<file path="src/rtl/uart_rx.sv">
// uart_rx: 16x-oversampled 8N1 receiver (8E1 when UART_RX_PARITY_EN is defined).
// rx_in is synchronised to clk_in; results are reported with registered one-cycle pulses.
module uart_rx (
    input  logic       clk_in,
    input  logic       reset,
    input  logic       clk_baud,
    input  logic       rx_in,
    output logic [7:0] data_out,
    output logic       rx_done,
    output logic       frame_err,
    output logic       parity_err,
    output logic       busy
);

`ifdef UART_RX_PARITY_EN
    typedef enum logic [2:0] {
        ST_IDLE   = 3'd0,
        ST_START  = 3'd1,
        ST_DATA   = 3'd2,
        ST_PARITY = 3'd3,
        ST_STOP   = 3'd4
    } state_t;

    function automatic logic even_parity(input logic [7:0] d);
        even_parity = ^d;
    endfunction
`else
    typedef enum logic [2:0] {
        ST_IDLE  = 3'd0,
        ST_START = 3'd1,
        ST_DATA  = 3'd2,
        ST_STOP  = 3'd4
    } state_t;
`endif

    state_t     state_r, state_n;
    logic       sync1_r;
    logic       rx_s;
    logic [3:0] tick_cnt_r, tick_cnt_n;
    logic [2:0] bit_idx_r, bit_idx_n;
    logic [7:0] shift_r, shift_n;
    logic [7:0] data_n;
    logic       done_n, ferr_n, perr_n, busy_n;
`ifdef UART_RX_PARITY_EN
    logic       mism_r, mism_n;
`endif

    // Two-flop synchroniser for the asynchronous serial line (idles high).
    always_ff @(posedge clk_in or posedge reset) begin
        if (reset) begin
            sync1_r <= 1'b1;
            rx_s    <= 1'b1;
        end else begin
            sync1_r <= rx_in;
            rx_s    <= sync1_r;
        end
    end

    // State, counters and registered outputs.
    always_ff @(posedge clk_in or posedge reset) begin
        if (reset) begin
            state_r    <= ST_IDLE;
            tick_cnt_r <= 4'd0;
            bit_idx_r  <= 3'd0;
            shift_r    <= 8'd0;
            data_out   <= 8'd0;
            rx_done    <= 1'b0;
            frame_err  <= 1'b0;
            parity_err <= 1'b0;
            busy       <= 1'b0;
`ifdef UART_RX_PARITY_EN
            mism_r     <= 1'b0;
`endif
        end else begin
            state_r    <= state_n;
            tick_cnt_r <= tick_cnt_n;
            bit_idx_r  <= bit_idx_n;
            shift_r    <= shift_n;
            data_out   <= data_n;
            rx_done    <= done_n;
            frame_err  <= ferr_n;
            parity_err <= perr_n;
            busy       <= busy_n;
`ifdef UART_RX_PARITY_EN
            mism_r     <= mism_n;
`endif
        end
    end

    // Next-state and next-output logic; only IDLE reacts between baud ticks.
    always_comb begin
        state_n    = state_r;
        tick_cnt_n = tick_cnt_r;
        bit_idx_n  = bit_idx_r;
        shift_n    = shift_r;
        data_n     = data_out;
        done_n     = 1'b0;
        ferr_n     = 1'b0;
        perr_n     = 1'b0;
`ifdef UART_RX_PARITY_EN
        mism_n     = mism_r;
`endif
        case (state_r)
            ST_IDLE: begin
                if (!rx_s) begin
                    state_n    = ST_START;
                    tick_cnt_n = 4'd0;
`ifdef UART_RX_PARITY_EN
                    mism_n     = 1'b0;
`endif
                end else begin
                    state_n = ST_IDLE;
                end
            end
            ST_START: begin
                if (clk_baud) begin
                    if (tick_cnt_r == 4'd7) begin
                        tick_cnt_n = 4'd0;
                        bit_idx_n  = 3'd0;
                        // A start bit that is already high again mid-bit was a glitch.
                        if (!rx_s) begin
                            state_n = ST_DATA;
                        end else begin
                            state_n = ST_IDLE;
                        end
                    end else begin
                        tick_cnt_n = tick_cnt_r + 4'd1;
                    end
                end else begin
                    tick_cnt_n = tick_cnt_r;
                end
            end
            ST_DATA: begin
                if (clk_baud) begin
                    tick_cnt_n = tick_cnt_r + 4'd1;
                    if (tick_cnt_r == 4'd15) begin
                        shift_n = {rx_s, shift_r[7:1]};
                        if (bit_idx_r == 3'd7) begin
                            bit_idx_n = 3'd0;
`ifdef UART_RX_PARITY_EN
                            state_n   = ST_PARITY;
`else
                            state_n   = ST_STOP;
`endif
                        end else begin
                            bit_idx_n = bit_idx_r + 3'd1;
                        end
                    end else begin
                        shift_n = shift_r;
                    end
                end else begin
                    tick_cnt_n = tick_cnt_r;
                end
            end
`ifdef UART_RX_PARITY_EN
            ST_PARITY: begin
                if (clk_baud) begin
                    tick_cnt_n = tick_cnt_r + 4'd1;
                    if (tick_cnt_r == 4'd15) begin
                        mism_n  = rx_s ^ even_parity(shift_r);
                        state_n = ST_STOP;
                    end else begin
                        state_n = ST_PARITY;
                    end
                end else begin
                    tick_cnt_n = tick_cnt_r;
                end
            end
`endif
            ST_STOP: begin
                if (clk_baud) begin
                    tick_cnt_n = tick_cnt_r + 4'd1;
                    if (tick_cnt_r == 4'd15) begin
                        data_n     = shift_r;
                        state_n    = ST_IDLE;
                        tick_cnt_n = 4'd0;
                        if (rx_s) begin
                            done_n = 1'b1;
`ifdef UART_RX_PARITY_EN
                            perr_n = mism_r;
`endif
                        end else begin
                            ferr_n = 1'b1;
                        end
                    end else begin
                        state_n = ST_STOP;
                    end
                end else begin
                    tick_cnt_n = tick_cnt_r;
                end
            end
            default: begin
                state_n    = ST_IDLE;
                tick_cnt_n = 4'd0;
                bit_idx_n  = 3'd0;
            end
        endcase
        busy_n = (state_n != ST_IDLE);
    end

endmodule

</file>
<file path="config.mk">
export PLATFORM = sky130hd
export DESIGN_NAME = uart_rx
export DESIGN_NICKNAME = d
export VERILOG_FILES = /design/src/rtl/uart_rx.sv
export SDC_FILE = /design/constraint.sdc
export NUM_CORES = 1
export LEC_CHECK = 0
export ABC_AREA = 1
export ABC_CLOCK_PERIOD_IN_PS = 1300
export BUFFER_PORTS_ARGS = -buffer_cell sky130_fd_sc_hd__buf_2
export CELL_PAD_IN_SITES_DETAIL_PLACEMENT = 0
export CELL_PAD_IN_SITES_GLOBAL_PLACEMENT = 1
export CORE_MARGIN = 1.5
export CORE_UTILIZATION = 39
export CTS_CLUSTER_DIAMETER = 200
export CTS_CLUSTER_SIZE = 24
export DETAILED_ROUTE_END_ITERATION = 10
export PLACE_DENSITY = 0.7
export RECOVER_POWER = 100
export SLEW_MARGIN = 20
export SYNTH_ARGS = -nofsm -noshare
export SYNTH_HDL_FRONTEND = slang
export SYNTH_SLANG_ARGS = --single-unit
</file>
<file path="constraint.sdc">
create_clock -name clk_in -period 1.3 [get_ports clk_in]
set_input_delay 0.195 -clock clk_in [delete_from_list [all_inputs] [get_ports clk_in]]
set_output_delay 0.195 -clock clk_in [all_outputs]
set_load 0.01 [all_outputs]
</file>
==> impl_results.md <==
* Status: complete, no violations
* Average wire per standard cell at 12.2 um
* Fraction of the yosys area taken by sequential cells at 49.1%
* Hold Violations, Final at 0
* Seq cells post-synth at 31
* Family with the most delay on the worst path: simple AND/OR/NAND/NOR gates
* Min-delay worst type: in2reg
* CTS Buffer Depth at 2
* Placed Instances at 249
* CTS tree: done
* Final worst-path cycle share at 99.1%
* CP max stage cell: dfrtp_1
* Starting Density at 42.0%
* Area growth from synthesis to layout at 31.4%
* R2r endpoint: shift_r[6]
* Slew Limit Fails at 0
* Port-buffer cells at 14
* Worst Hold Launch: clk_baud
* Clock transition at path regs at 0.06 ns
* Initial antenna violation count at 0
* FILL cells at 373
* Worst reg2reg path startpoint: state_r[1]
* CP Buf/Inv Count at 1
* Avg Cell Area, Syn at 8.86 sq um
* Commonest cells after routing, fill and taps aside: nand2_1, dfrtp_1, inv_1
* Finished Layout Cells at 268
* Die X-Extent at 66.8 um
* Area after DPL at 1790 sq um
* Post-layout min period at 1.29 ns
* Path depth of the worst reg2reg path at 5
* Core area at 3770 sq um
* Commonest non-fill, non-tap cell in the layout: nand2_1
* Io pins at 16
* Synthesized area at 1590 sq um
* Synth Instances at 179
* Leakage power at 0.000968 uW
* Mapped Nets at 186
* MaxCap Viol Count at 0
* RSZ-0062 raised after global routing: yes
* ANT nets after route at 0
* Largest family of logic cells by synthesized area: simple AND/OR/NAND/NOR gates
* WHS Endpoint: state_r[0]
* Post-route DRC at 0
* Layout Nets at 226
* Count of different cell masters after synthesis at 23
* Vias in the first global route at 1,245
* Post-synthesis adder-cell area fraction at 2.37%
* Gpl congestion at 0.855
* Root Buffer: clkbuf_8
* Simple logic cell fraction of the synthesized area at 30.4%
* GRT overflow at 0
* Mux cell area share after synthesis at 0%
* Worst-path cell chain: inv_2 > nor3_4 > nand2_4 > nand2_1 > o21ai_2
* Post-Synth XOR/XNOR Area at 0.552%
* Post-Route WL at 3.27 mm
* Synth Area in Compound Gates at 9.55%
* Final Skew at 0.00326 ns
* R2r setup slk at 0.01 ns
* Via density at 4.74
* Site Rows at 22
* Hold depth at 4
* Initial DRC count at 72
* Max incr delay on CP at 0.42 ns
* Antenna cells at 0
* Slew HR at 48.6%
* Worst setup startpoint: state_r[1]
* Worst Path Max Fanout at 16
* Number of H-tree levels at 2
* Worst path required time at 1.47 ns
* Worst Path Arrival at 1.46 ns
* WS Path Type: reg2reg
* First-pass DRT Iterations at 4
* Final core utilization at 55.2%
* Synth warn at 0
* Die area at 4460 sq um
* Critical Path Sink Type: flop
* FMAX at 776 MHz
* Final-report setup violation count at 0
* Peak VDD IR at 667 uV
* First-pass GRT wire length at 5.59 mm
* Final instance area at 2080 sq um
* Worst Max-Slew Pin Slew at 0.771 ns
* Clk Latency, worst-skew pair at 0.28 ns
* Die height at 66.8 um
* Clk sinks at 31
* Pwr dens at 1250 nW/um^2
* Layout cells sized above 1 at 38.6%
* Largest net degree at the start of global routing at 32
* Via count at 1,271
* HPWL Detailed at 2.16 mm
* TritonCTS Buffers at 5
* Startpoint types: flop
* GRT Total Usage at 17.0%
[metal layers]
layer  global-route usage, %  vias to the layer above  routed length (um)
met5                       0                        -                   0
met4                    4.85                        0                   0
met3                    4.90                        0                 106
met2                    28.6                       18                1710
met1                    21.1                      599                1460
li1                        -                      654                   -
[area by class of cell]
class | count | area [sq um] | area share (%)
timing repair buffer | 35 | 228 | 10.9
tap | 48 | 60.1 | 2.88
multi-input combinational | 124 | 843 | 40.5
inverter | 22 | 88.8 | 4.26
clock buffer | 6 | 72.6 | 3.48
clock inverter | 2 | 12.5 | 0.601
sequential | 31 | 778 | 37.4
[kinds of logic (layout without fill, tap and decap cells)]
group                    count (synthesis)  in the layout
AO/OA/AOI/OAI                           19             19
XOR/XNOR                                 1              1
AND/OR/NAND/NOR                         98            100
other                                    1              1
buffers and inverters                   26             65
adder cells (fa/ha/maj)                  3              3
flip-flops                              31             31
[cell usage after synthesis]
| cell | count | area [sq um] |
|---|---|---|
| ha_1 | 3 | 37.5 |
| conb_1 | 1 | 3.75 |
| xor2_1 | 1 | 8.76 |
| nand3_2 | 2 | 20.0 |
| nand2_2 | 4 | 25.0 |
| nand2_4 | 2 | 22.5 |
| dfrtp_1 | 29 | 726 |
| o21ai_1 | 4 | 20.0 |
| nand2_1 | 46 | 173 |
| nor2_4 | 3 | 33.8 |
| nor2_1 | 14 | 52.6 |
| nand4_1 | 5 | 31.3 |
| o21ai_2 | 15 | 131 |
| or2_2 | 1 | 6.26 |
| nor2_2 | 1 | 6.26 |
| inv_1 | 19 | 71.3 |
| buf_6 | 3 | 33.8 |
| inv_2 | 2 | 7.51 |
| buf_4 | 1 | 7.51 |
| dfstp_2 | 2 | 52.6 |
| nor3_4 | 1 | 16.3 |
| clkinv_1 | 1 | 3.75 |
| nand3_1 | 19 | 95.1 |
[sequential cells by signal (all words and copies together), names as in the netlist]
name and flops:
data_out 8, rx_done 1, state_r 3, rx_s 1
busy 1, bit_idx_r 3, sync1_r 1, frame_err 1
shift_r 8, tick_cnt_r 4
[worst register-to-register path: cells and delay by family, from the launching register on]
kind,cells,cell delay [ns]
simple gates,3,0.61
buf+inv,1,0.09
flops,1,0.42
compound gates,1,0.05
[what timing repair did]
action,CTS,global route
endpoints found under the hold margin,14,1
cloned,1,1
resized for setup,16,19
pin swaps,3,7
hold buffers,1,1
endpoints found under the setup margin,19,28
buffers inserted,4,3
[through the flow]
| stage | worst slack (ns) | hold slack, ns | setup TNS [ns] | total power, uW |
|---|---|---|---|---|
| global placement | -0.0279 | 0.291 | -0.0586 | 1810 |
| floorplan | -0.00180 | 0.199 | -0.00180 | 1600 |
| global route | -0.0720 | 0.359 | -2.72 | 2790 |
| finish | 0.0116 | 0.341 | 0 | 2610 |
| CTS | -0.0241 | 0.00349 | -0.127 | 2580 |
| detailed placement | -0.0734 | 0.305 | -0.346 | 1810 |
[worst max path at each step]
stage / to / cells after the start / slack (ns)
2_1_floorplan: bit_idx_r[0] / 6 / -0.002
3_3_place_gp: bit_idx_r[0] / 6 / -0.03
3_5_place_dp: bit_idx_r[0] / 6 / -0.07
4_1_cts: bit_idx_r[0] / 6 / -0.02
5_1_grt: bit_idx_r[0] / 6 / -0.07
6_report: shift_r[6] / 5 / 0.01
[power by group]
part	switching, uW	total [uW]	internal [uW]
Sequential	90.2	1130	1040
Combinational	408	742	334
Clock	356	730	373
Total	855	2610	1750
No activity file was read; power rests on OpenSTA's default activity.
